==> src/rtl/johnson_monitor.sv <==
// -----------------------------------------------------------------------------
// johnson_monitor
//
// Downstream checker for a WIDTH-bit Johnson (twisted-ring) counter. Each
// enabled clock edge samples the counter word, decodes it into a one-hot and
// a binary phase, and checks it twice:
//   - code check : the word must be one of the 2*WIDTH legal Johnson states;
//   - step check : when the previous enabled sample was legal, the word must
//                  equal the previous word shifted right with the inverted
//                  LSB fed into the MSB.
// A small lock state machine declares the counter trustworthy after
// LOCK_CYCLES consecutive good checked steps. Any error drops lock at once.
// A sticky flag and a saturating counter record errors until clr_err.
//
// Ports
//   clk          in   rising-edge clock
//   rst          in   asynchronous active-low reset
//   en           in   sample enable; q_in is only looked at when en=1
//   q_in         in   [WIDTH]         Johnson counter word
//   clr_err      in   synchronous clear of err_sticky / err_count
//   phase_onehot out  [2*WIDTH]       registered one-hot decoded phase
//   phase_idx    out  [clog2(2*WIDTH)] registered binary phase index
//   phase_valid  out  last enabled sample was a legal code
//   wrap_pulse   out  one-cycle pulse on a checked legal step last->0
//   locked       out  lock state machine is in LOCKED
//   err_pulse    out  one-cycle pulse on any detected error
//   err_sticky   out  set on error, held until clr_err
//   err_count    out  [ERR_CNT_W]     saturating error count
// -----------------------------------------------------------------------------
module johnson_monitor #(
    parameter int WIDTH       = 4,
    parameter int LOCK_CYCLES = 8,
    parameter int ERR_CNT_W   = 8
) (
    input  logic                          clk,
    input  logic                          rst,
    input  logic                          en,
    input  logic [WIDTH-1:0]              q_in,
    input  logic                          clr_err,
    output logic [2*WIDTH-1:0]            phase_onehot,
    output logic [$clog2(2*WIDTH)-1:0]    phase_idx,
    output logic                          phase_valid,
    output logic                          wrap_pulse,
    output logic                          locked,
    output logic                          err_pulse,
    output logic                          err_sticky,
    output logic [ERR_CNT_W-1:0]          err_count
);

    localparam int NPH   = 2 * WIDTH;
    localparam int IDX_W = $clog2(NPH);
    // LOCK_CYCLES is limited to 1..255, so an 8-bit run counter always fits.
    localparam int RUN_W = 8;

    typedef enum logic {
        SEARCH = 1'b0,
        LOCKED = 1'b1
    } lock_state_e;

    // -------------------------------------------------------------------------
    // Johnson code for phase index k.
    //   k in 0..WIDTH      : k ones packed at the MSB end
    //   k in WIDTH+1..NPH-1: (NPH-k) ones packed at the LSB end
    // -------------------------------------------------------------------------
    function automatic logic [WIDTH-1:0] johnson_code(input int k);
        logic [WIDTH-1:0] c;
        c = '0;
        for (int b = 0; b < WIDTH; b++) begin
            if (k <= WIDTH) begin
                c[b] = (b >= WIDTH - k);
            end else begin
                c[b] = (b < NPH - k);
            end
        end
        return c;
    endfunction

    // -------------------------------------------------------------------------
    // State
    // -------------------------------------------------------------------------
    logic [WIDTH-1:0]     prev_q;
    logic                 prev_ok;
    logic [RUN_W-1:0]     run_q;
    logic [RUN_W-1:0]     run_d;
    lock_state_e          state_q;
    lock_state_e          state_d;

    // -------------------------------------------------------------------------
    // Decode of the current sample
    // -------------------------------------------------------------------------
    logic                 dec_legal;
    logic [IDX_W-1:0]     dec_idx;
    logic [NPH-1:0]       dec_onehot;

    // NOTE: every signal driven here gets a default before the loop; a path
    // that leaves one unassigned would infer a latch.
    always_comb begin
        dec_legal  = 1'b0;
        dec_idx    = '0;
        dec_onehot = '0;
        for (int k = 0; k < NPH; k++) begin
            if (q_in == johnson_code(k)) begin
                dec_legal     = 1'b1;
                dec_idx       = IDX_W'(k);
                dec_onehot[k] = 1'b1;
            end
        end
    end

    // -------------------------------------------------------------------------
    // Step check against the previous legal sample
    // -------------------------------------------------------------------------
    logic [WIDTH-1:0]     exp_q;
    logic                 checked;
    logic                 step_err;
    logic                 err;
    logic                 good_step;
    logic                 wrap;

    // The Johnson sequence never maps a state onto itself, so a stall
    // (repeated word) is caught by the same mismatch compare.
    assign exp_q     = {~prev_q[0], prev_q[WIDTH-1:1]};
    assign checked   = en && prev_ok;
    assign step_err  = checked && (q_in != exp_q);
    assign err       = en && (!dec_legal || step_err);
    assign good_step = checked && dec_legal && !step_err;
    // A correct step landing on index 0 can only have come from the last
    // index, so this is exactly the wrap-around step.
    assign wrap      = good_step && (dec_idx == '0);

    // -------------------------------------------------------------------------
    // Lock state machine: next state
    // -------------------------------------------------------------------------
    always_comb begin
        state_d = state_q;
        run_d   = run_q;
        case (state_q)
            SEARCH: begin
                if (err) begin
                    run_d = '0;
                end else if (good_step) begin
                    if (run_q >= RUN_W'(LOCK_CYCLES - 1)) begin
                        state_d = LOCKED;
                        run_d   = RUN_W'(LOCK_CYCLES);
                    end else begin
                        run_d = run_q + RUN_W'(1);
                    end
                end
            end
            LOCKED: begin
                if (err) begin
                    state_d = SEARCH;
                    run_d   = '0;
                end
            end
            default: begin
                state_d = SEARCH;
                run_d   = '0;
            end
        endcase
    end

    // -------------------------------------------------------------------------
    // Error bookkeeping: an error on the same edge as clr_err wins, leaving
    // the flag set and the count at one.
    // -------------------------------------------------------------------------
    logic                 sticky_d;
    logic [ERR_CNT_W-1:0] count_d;

    always_comb begin
        sticky_d = err_sticky;
        count_d  = err_count;
        if (err) begin
            sticky_d = 1'b1;
            if (clr_err) begin
                count_d = ERR_CNT_W'(1);
            end else if (err_count != '1) begin
                count_d = err_count + ERR_CNT_W'(1);
            end
        end else if (clr_err) begin
            sticky_d = 1'b0;
            count_d  = '0;
        end
    end

    // -------------------------------------------------------------------------
    // Registers
    // -------------------------------------------------------------------------
    // NOTE: state is updated with non-blocking assignments so every register
    // samples the pre-edge values, independent of statement order.
    always_ff @(posedge clk or negedge rst) begin
        if (!rst) begin
            phase_onehot <= '0;
            phase_idx    <= '0;
            phase_valid  <= 1'b0;
            wrap_pulse   <= 1'b0;
            err_pulse    <= 1'b0;
            err_sticky   <= 1'b0;
            err_count    <= '0;
            prev_q       <= '0;
            prev_ok      <= 1'b0;
            run_q        <= '0;
            state_q      <= SEARCH;
        end else begin
            // Pulses are already qualified by en inside wrap/err.
            wrap_pulse <= wrap;
            err_pulse  <= err;
            err_sticky <= sticky_d;
            err_count  <= count_d;
            run_q      <= run_d;
            state_q    <= state_d;
            if (en) begin
                phase_onehot <= dec_onehot;
                phase_valid  <= dec_legal;
                if (dec_legal) begin
                    phase_idx <= dec_idx;
                end
                prev_q  <= q_in;
                prev_ok <= dec_legal;
            end else begin
                // A gap breaks the step chain: the next sample is only
                // code-checked, prev_q is kept for visibility.
                prev_ok <= 1'b0;
            end
        end
    end

    assign locked = (state_q == LOCKED);

endmodule

==> config.mk <==
export PLATFORM = sky130hd
export DESIGN_NAME = johnson_monitor
export DESIGN_NICKNAME = d
export VERILOG_FILES = /design/src/rtl/johnson_monitor.sv
export SDC_FILE = /design/constraint.sdc
export NUM_CORES = 1
export LEC_CHECK = 0
export ABC_CLOCK_PERIOD_IN_PS = 4600
export BUFFER_PORTS_ARGS = -buffer_cell sky130_fd_sc_hd__buf_2
export CAP_MARGIN = 10
export CORE_AREA = 8 8 87 89
export CTS_CLUSTER_DIAMETER = 120
export DETAILED_ROUTE_END_ITERATION = 10
export DIE_AREA = 0 0 95 97
export GPL_ROUTABILITY_DRIVEN = 0
export SYNTH_ARGS = -nofsm -noshare
export SYNTH_HDL_FRONTEND = slang
export SYNTH_SLANG_ARGS = --single-unit
==> constraint.sdc <==
create_clock -name clk -period 4.6 [get_ports clk]
set_input_delay 0.46 -clock clk [delete_from_list [all_inputs] [get_ports clk]]
set_output_delay 0.46 -clock clk [all_outputs]
set_load 0.005 [all_outputs]
* Word level (Yosys, flattened, before mapping)
Cells that the tools add are included.
** Operators by class
- $add $sub $neg :: 2
- Muxes and demuxes :: 39
- Equal/unequal tests :: 11
- Shift operators :: 0
- Div/mod/pow operators :: 0
- Bitwise gates (word level) :: 2
- $lt $le $gt $ge :: 1
- Reduce and logical (&&, ||, !) cells :: 16
- Multipliers :: 0
** Operators with widths (number)
- 8-bit two-way mux :: 8
- 1-bit two-way mux :: 23
- 3-bit two-way mux :: 6
- 8-bit by 1-bit adder with 8-bit output, second input constant :: 2
- 4-bit == test, second input constant :: 4
- 8-bit case mux with 2 select lines :: 1
- 8-bit by 3-bit >= comparator with 1-bit output, second input constant :: 1
- 8-bit != test, second input constant :: 1
- 1-bit logical AND :: 6
- 2-bit AND reduction :: 3
- 4-bit by 1-bit == test with 1-bit output, second input constant :: 1
- 4-bit by 2-bit == test with 1-bit output, second input constant :: 1
- 4-bit by 3-bit == test with 1-bit output, second input constant :: 1
- 4-bit logical NOT :: 1
- 4-bit != test :: 1
- 2-bit nonzero test :: 2
- 3-bit logical NOT :: 1
- 3-bit != test, second input constant :: 1
- 1-bit logical NOT :: 2
- 2-bit by 1-bit != test with 1-bit output, second input constant :: 1
- 1-bit inverter :: 2
- 1-bit case mux with 2 select lines :: 1
- 1-bit logical OR :: 1
** Word-level totals
- Bits in latches :: 0
- Word-level logic and storage cells :: 82
- Bits in writable memories :: 0
- Bits of input ports :: 8
- Bits in read-only memories :: 0
- Memories kept :: 0
- Register bits after elaboration :: 37

* Longest topological paths before layout
- Depth in word-level cells :: 14
- Depth in mapped cells :: 8

* Least setup slack after synthesis
No wires, ideal clock.
- Path kind :: input to register
- Start point :: in q_in[1]
- End point :: reg err_count[3]
- Data required time :: 4.522 ns
- Arrival :: 1.813 ns
- Buffers on the path :: 2
- Path slack :: 2.709 ns
- Stages :: 7
- Cell sequence :: buf_6 -> and2_1 -> nor3_4 -> o31ai_2 -> buf_6 -> or4_1 -> a21oi_1
** On the way
- Word-level cells in the longest chain between the ends :: 14
- Elaborated cells between the ends (all ways) :: 24
- Those cells by class :: 8 x eq/ne; 9 x mux; 7 x reduce/logical
** RTL lines
- start: declaration :: RTL line 38 : input logic [WIDTH-1:0] q_in,
- 4-bit logical NOT :: RTL line 102 : if (q_in == johnson_code(k)) begin
- 1-bit two-way mux (8 in a row) :: RTL line 102
- 1-bit logical NOT :: RTL line 125 : assign err = en && (!dec_legal || step_err);
- 1-bit logical OR (*) :: RTL line 125
- 1-bit logical AND (*) :: RTL line 125
- 2-bit nonzero test (no source line)
- 2-bit AND reduction (no source line)
- end signal: assignment :: RTL line 209 : err_count <= count_d;
- end: declaration :: RTL line 47 : output logic [ERR_CNT_W-1:0] err_count
Every way passes the cells marked *; elsewhere a longest branch is shown, timed or not.
A chain may end at the register's enable or synchronous reset.

* Worst setup path in the final report
- Start point :: in q_in[0]
- End point :: reg err_count[7]
The elaborated chain is that of the path after synthesis.

==> results_dict.tcl <==
set metrics [dict create \
    core_area_sq_um 6200 \
    criticalPathCategory "input pin to register" \
    layout-drive-gt1-share_pct 24.5 \
    cap_violations 0 \
    rsz0062_at_grt "no" \
    fin_tns_setup_ps 0 \
    n_fill_cell 642 \
    worstRegToRegCells 6 \
    syn_to_final_growth_pct 15.1 \
    p_sw_uw 177 \
    peakVddDrop_v 0.000100 \
    synthTopCellsByCount "37 x dfrtp_1, 19 x nor2_1, 14 x o21ai_0" \
    start_kind "input pin" \
    grt_first_pass_wirelength_mm 6.44 \
    power_density_nw_per_um2 321 \
    synth_top_area_share_pct 51.4 \
    port_buffers 31 \
    cts.sinks 37 \
    max_slew_margin_pct 46.0 \
    grt_pass1_vias 1358 \
    final-max-slew-violation-count 0 \
    max_freq_ghz 0.417 \
    drtIter0Drc 104 \
    syn_area_per_cell_sq_um 10.1 \
    wl_per_cell_um 13.0 \
    cp_data_required_time_ps 4750 \
    cts_tree "yes" \
    drt-vias-per-instance 4.86 \
    pwr-share-seq_pct 54.1 \
    syn_inst 179 \
    globalRouteOverflowTotal 0 \
    drcViolationCount 0 \
    leakage_uw 0.000946 \
    fin_cells 285 \
    hpwl_mm 2.70 \
    synth-seq-cells 37 \
    grt_max_degree 38 \
    setup_viol 0 \
    hp-class "input pin to async pin" \
    worst_setup_path_end_kind "register" \
    die_area_sq_um 9220 \
    clock_latency_ps 280 \
    fin_worst_skew_ps 8.75 \
    dp_cells 277 \
    p_clk_share_pct 32.1 \
    seq_area_sq_um 926 \
    status "complete, no violations" \
    sw_frac_of_total_pct 26.7 \
    die_height_um 97 \
    synth_flop_cell "dfrtp_1" \
    finalHoldViolations 0 \
    yosys.area.top_type "dfrtp_1" \
    start_util_pct 29.0 \
    power_frac_comb_pct 13.8 \
    rows 29 \
    nNetsFinal 217 \
    diodes 0 \
    p_int_uw 488 \
    yosysWarnings 0 \
    worstMarginPinSlew_ps 810 \
    cts_resized 0 \
    grt_antenna_before_repair 0 \
    num_vias 1384 \
    synthesis.area_sq_um 1800 \
    synth_edf_count 0 \
    period_minus_slack_ps 2400 \
    yosysMostFrequentCell "dfrtp_1" \
    wl_mm 3.72 \
    htree_levels 2 \
    final_util_pct 33.4 \
    io_pins 32 \
    cts_buffers 5 \
    clkSlewWorstSetupHoldPaths_ps 70 \
    total_power_uw 665 \
    die_w_um 95 \
    arrival_ps 2550 \
    async_flop_share_pct 100 \
    grt.total_usage_pct 8.56 \
    synth.distinct_cells 39 \
    postCtsSetupBuffers 0 \
    synth_area_leaders "dfrtp_1 51%, mux2_2 4.4%, nor2_1 4.0%" \
    syn_nets 189 \
    ctsRootBufferMaster "clkbuf_8" \
    critPathMaxFanout 12 \
    hold_buffers 0 \
    fin_crit_sh_pct 52.2 \
    drt_pass1_iterations 4 \
    postRouteAntennaNets 0 \
    cts_max_path_buffers 2 \
    synth-seq-area-share_pct 51.4 \
    multi_input_area_sq_um 769 \
]
[metrics by stage]
stage	worst slack (ps)	instance area (sq um)	hold slack, ps
final	2200	2070	267
after global placement	1940	1990	488
after CTS	2170	2070	292
after detailed placement	1860	1990	496
after floorplan	2710	1800	164
after global routing	2010	2070	332
[kinds of logic (layout without fill, tap and decap cells)]
| family | count (synthesis) | in the layout | share of synthesized area (%) |
|---|---|---|---|
| simple gates | 63 | 63 | 18.7 |
| flops | 37 | 37 | 51.4 |
| buf+inv | 22 | 51 | 5.90 |
| mux | 7 | 7 | 4.38 |
| compound gates | 42 | 42 | 15.3 |
| fa+ha+maj | 2 | 2 | 1.39 |
| xor+xnor | 6 | 6 | 2.92 |
[power by group through the flow]
stage	sequential [uW]	combinational, uW	clock (uW)
final	360	92.1	214
after global routing	363	105	237
after CTS	360	94.6	226
after detailed placement	366	94.4	0
after global placement	365	93.6	0
after floorplan	365	62.0	0
[worst max-delay path, cell delays in order]
cell and delay [ps]:
buf_2 170, or2_2 330, and3_1 200, o31ai_2 630, inv_1 370, a41oi_1 300, a311oi_1 70
[per-layer routing]
layer	vias to the layer above	part of all wire, %	global-route usage, %
met5	-	0	0
met4	0	1.4	3.37
met3	5	6.1	3.01
met2	26	46	13.1
met1	659	47	10.7
li1	694	-	-
[path summary, 6_finish.rpt]
path	start	to	slack (ps)
max	q_in[0]	err_count[7]	2200
min	rst	err_sticky	270
max reg2reg	prev_q[3]	err_count[7]	2380
min reg2reg	run_q[7]	run_q[7]	510
max in group asynchronous	rst	run_q[2]	3820
min in group clk	clr_err	err_count[5]	450
[layout make-up]
class / instances / share of cell area, %
clock buffer: 6 / 3.50
multi-input combinational: 120 / 37.1
tap: 77 / 4.64
timing repair buffer: 31 / 7.48
inverter: 12 / 2.17
sequential: 37 / 44.6
clock inverter: 2 / 0.483
[layout by cell type (no fill, tap or decap), types with 2 or more instances in the layout]
master,Yosys,routed
dfrtp_1,37,37
buf_2,1,31
nor2_1,19,19
o21ai_0,14,14
inv_1,12,12
nand2_1,11,11
a21oi_1,11,11
mux2_2,7,7
nand3_1,6,6
clkbuf_8,0,5
and2_1,4,4
xnor2_1,4,4
nand4b_1,4,4
nand4_1,3,3
a31oi_1,3,3
nor3_1,3,3
a311oi_1,3,3
or2_2,2,2
xor2_1,2,2
nor4_1,2,2
a41oi_1,2,2
nand3b_1,2,2
nand2b_1,2,2
a211oi_1,2,2
ha_1,2,2
clkinv_2,0,2
[state kept, by name (all words and copies together) (netlist names)]
signal,flops
err_sticky,1
run_q,8
err_pulse,1
prev_q,4
err_count,8
prev_ok,1
phase_idx,3
phase_valid,1
locked,1
phase_onehot,8
wrap_pulse,1
Power figures use the tool's default switching activity.
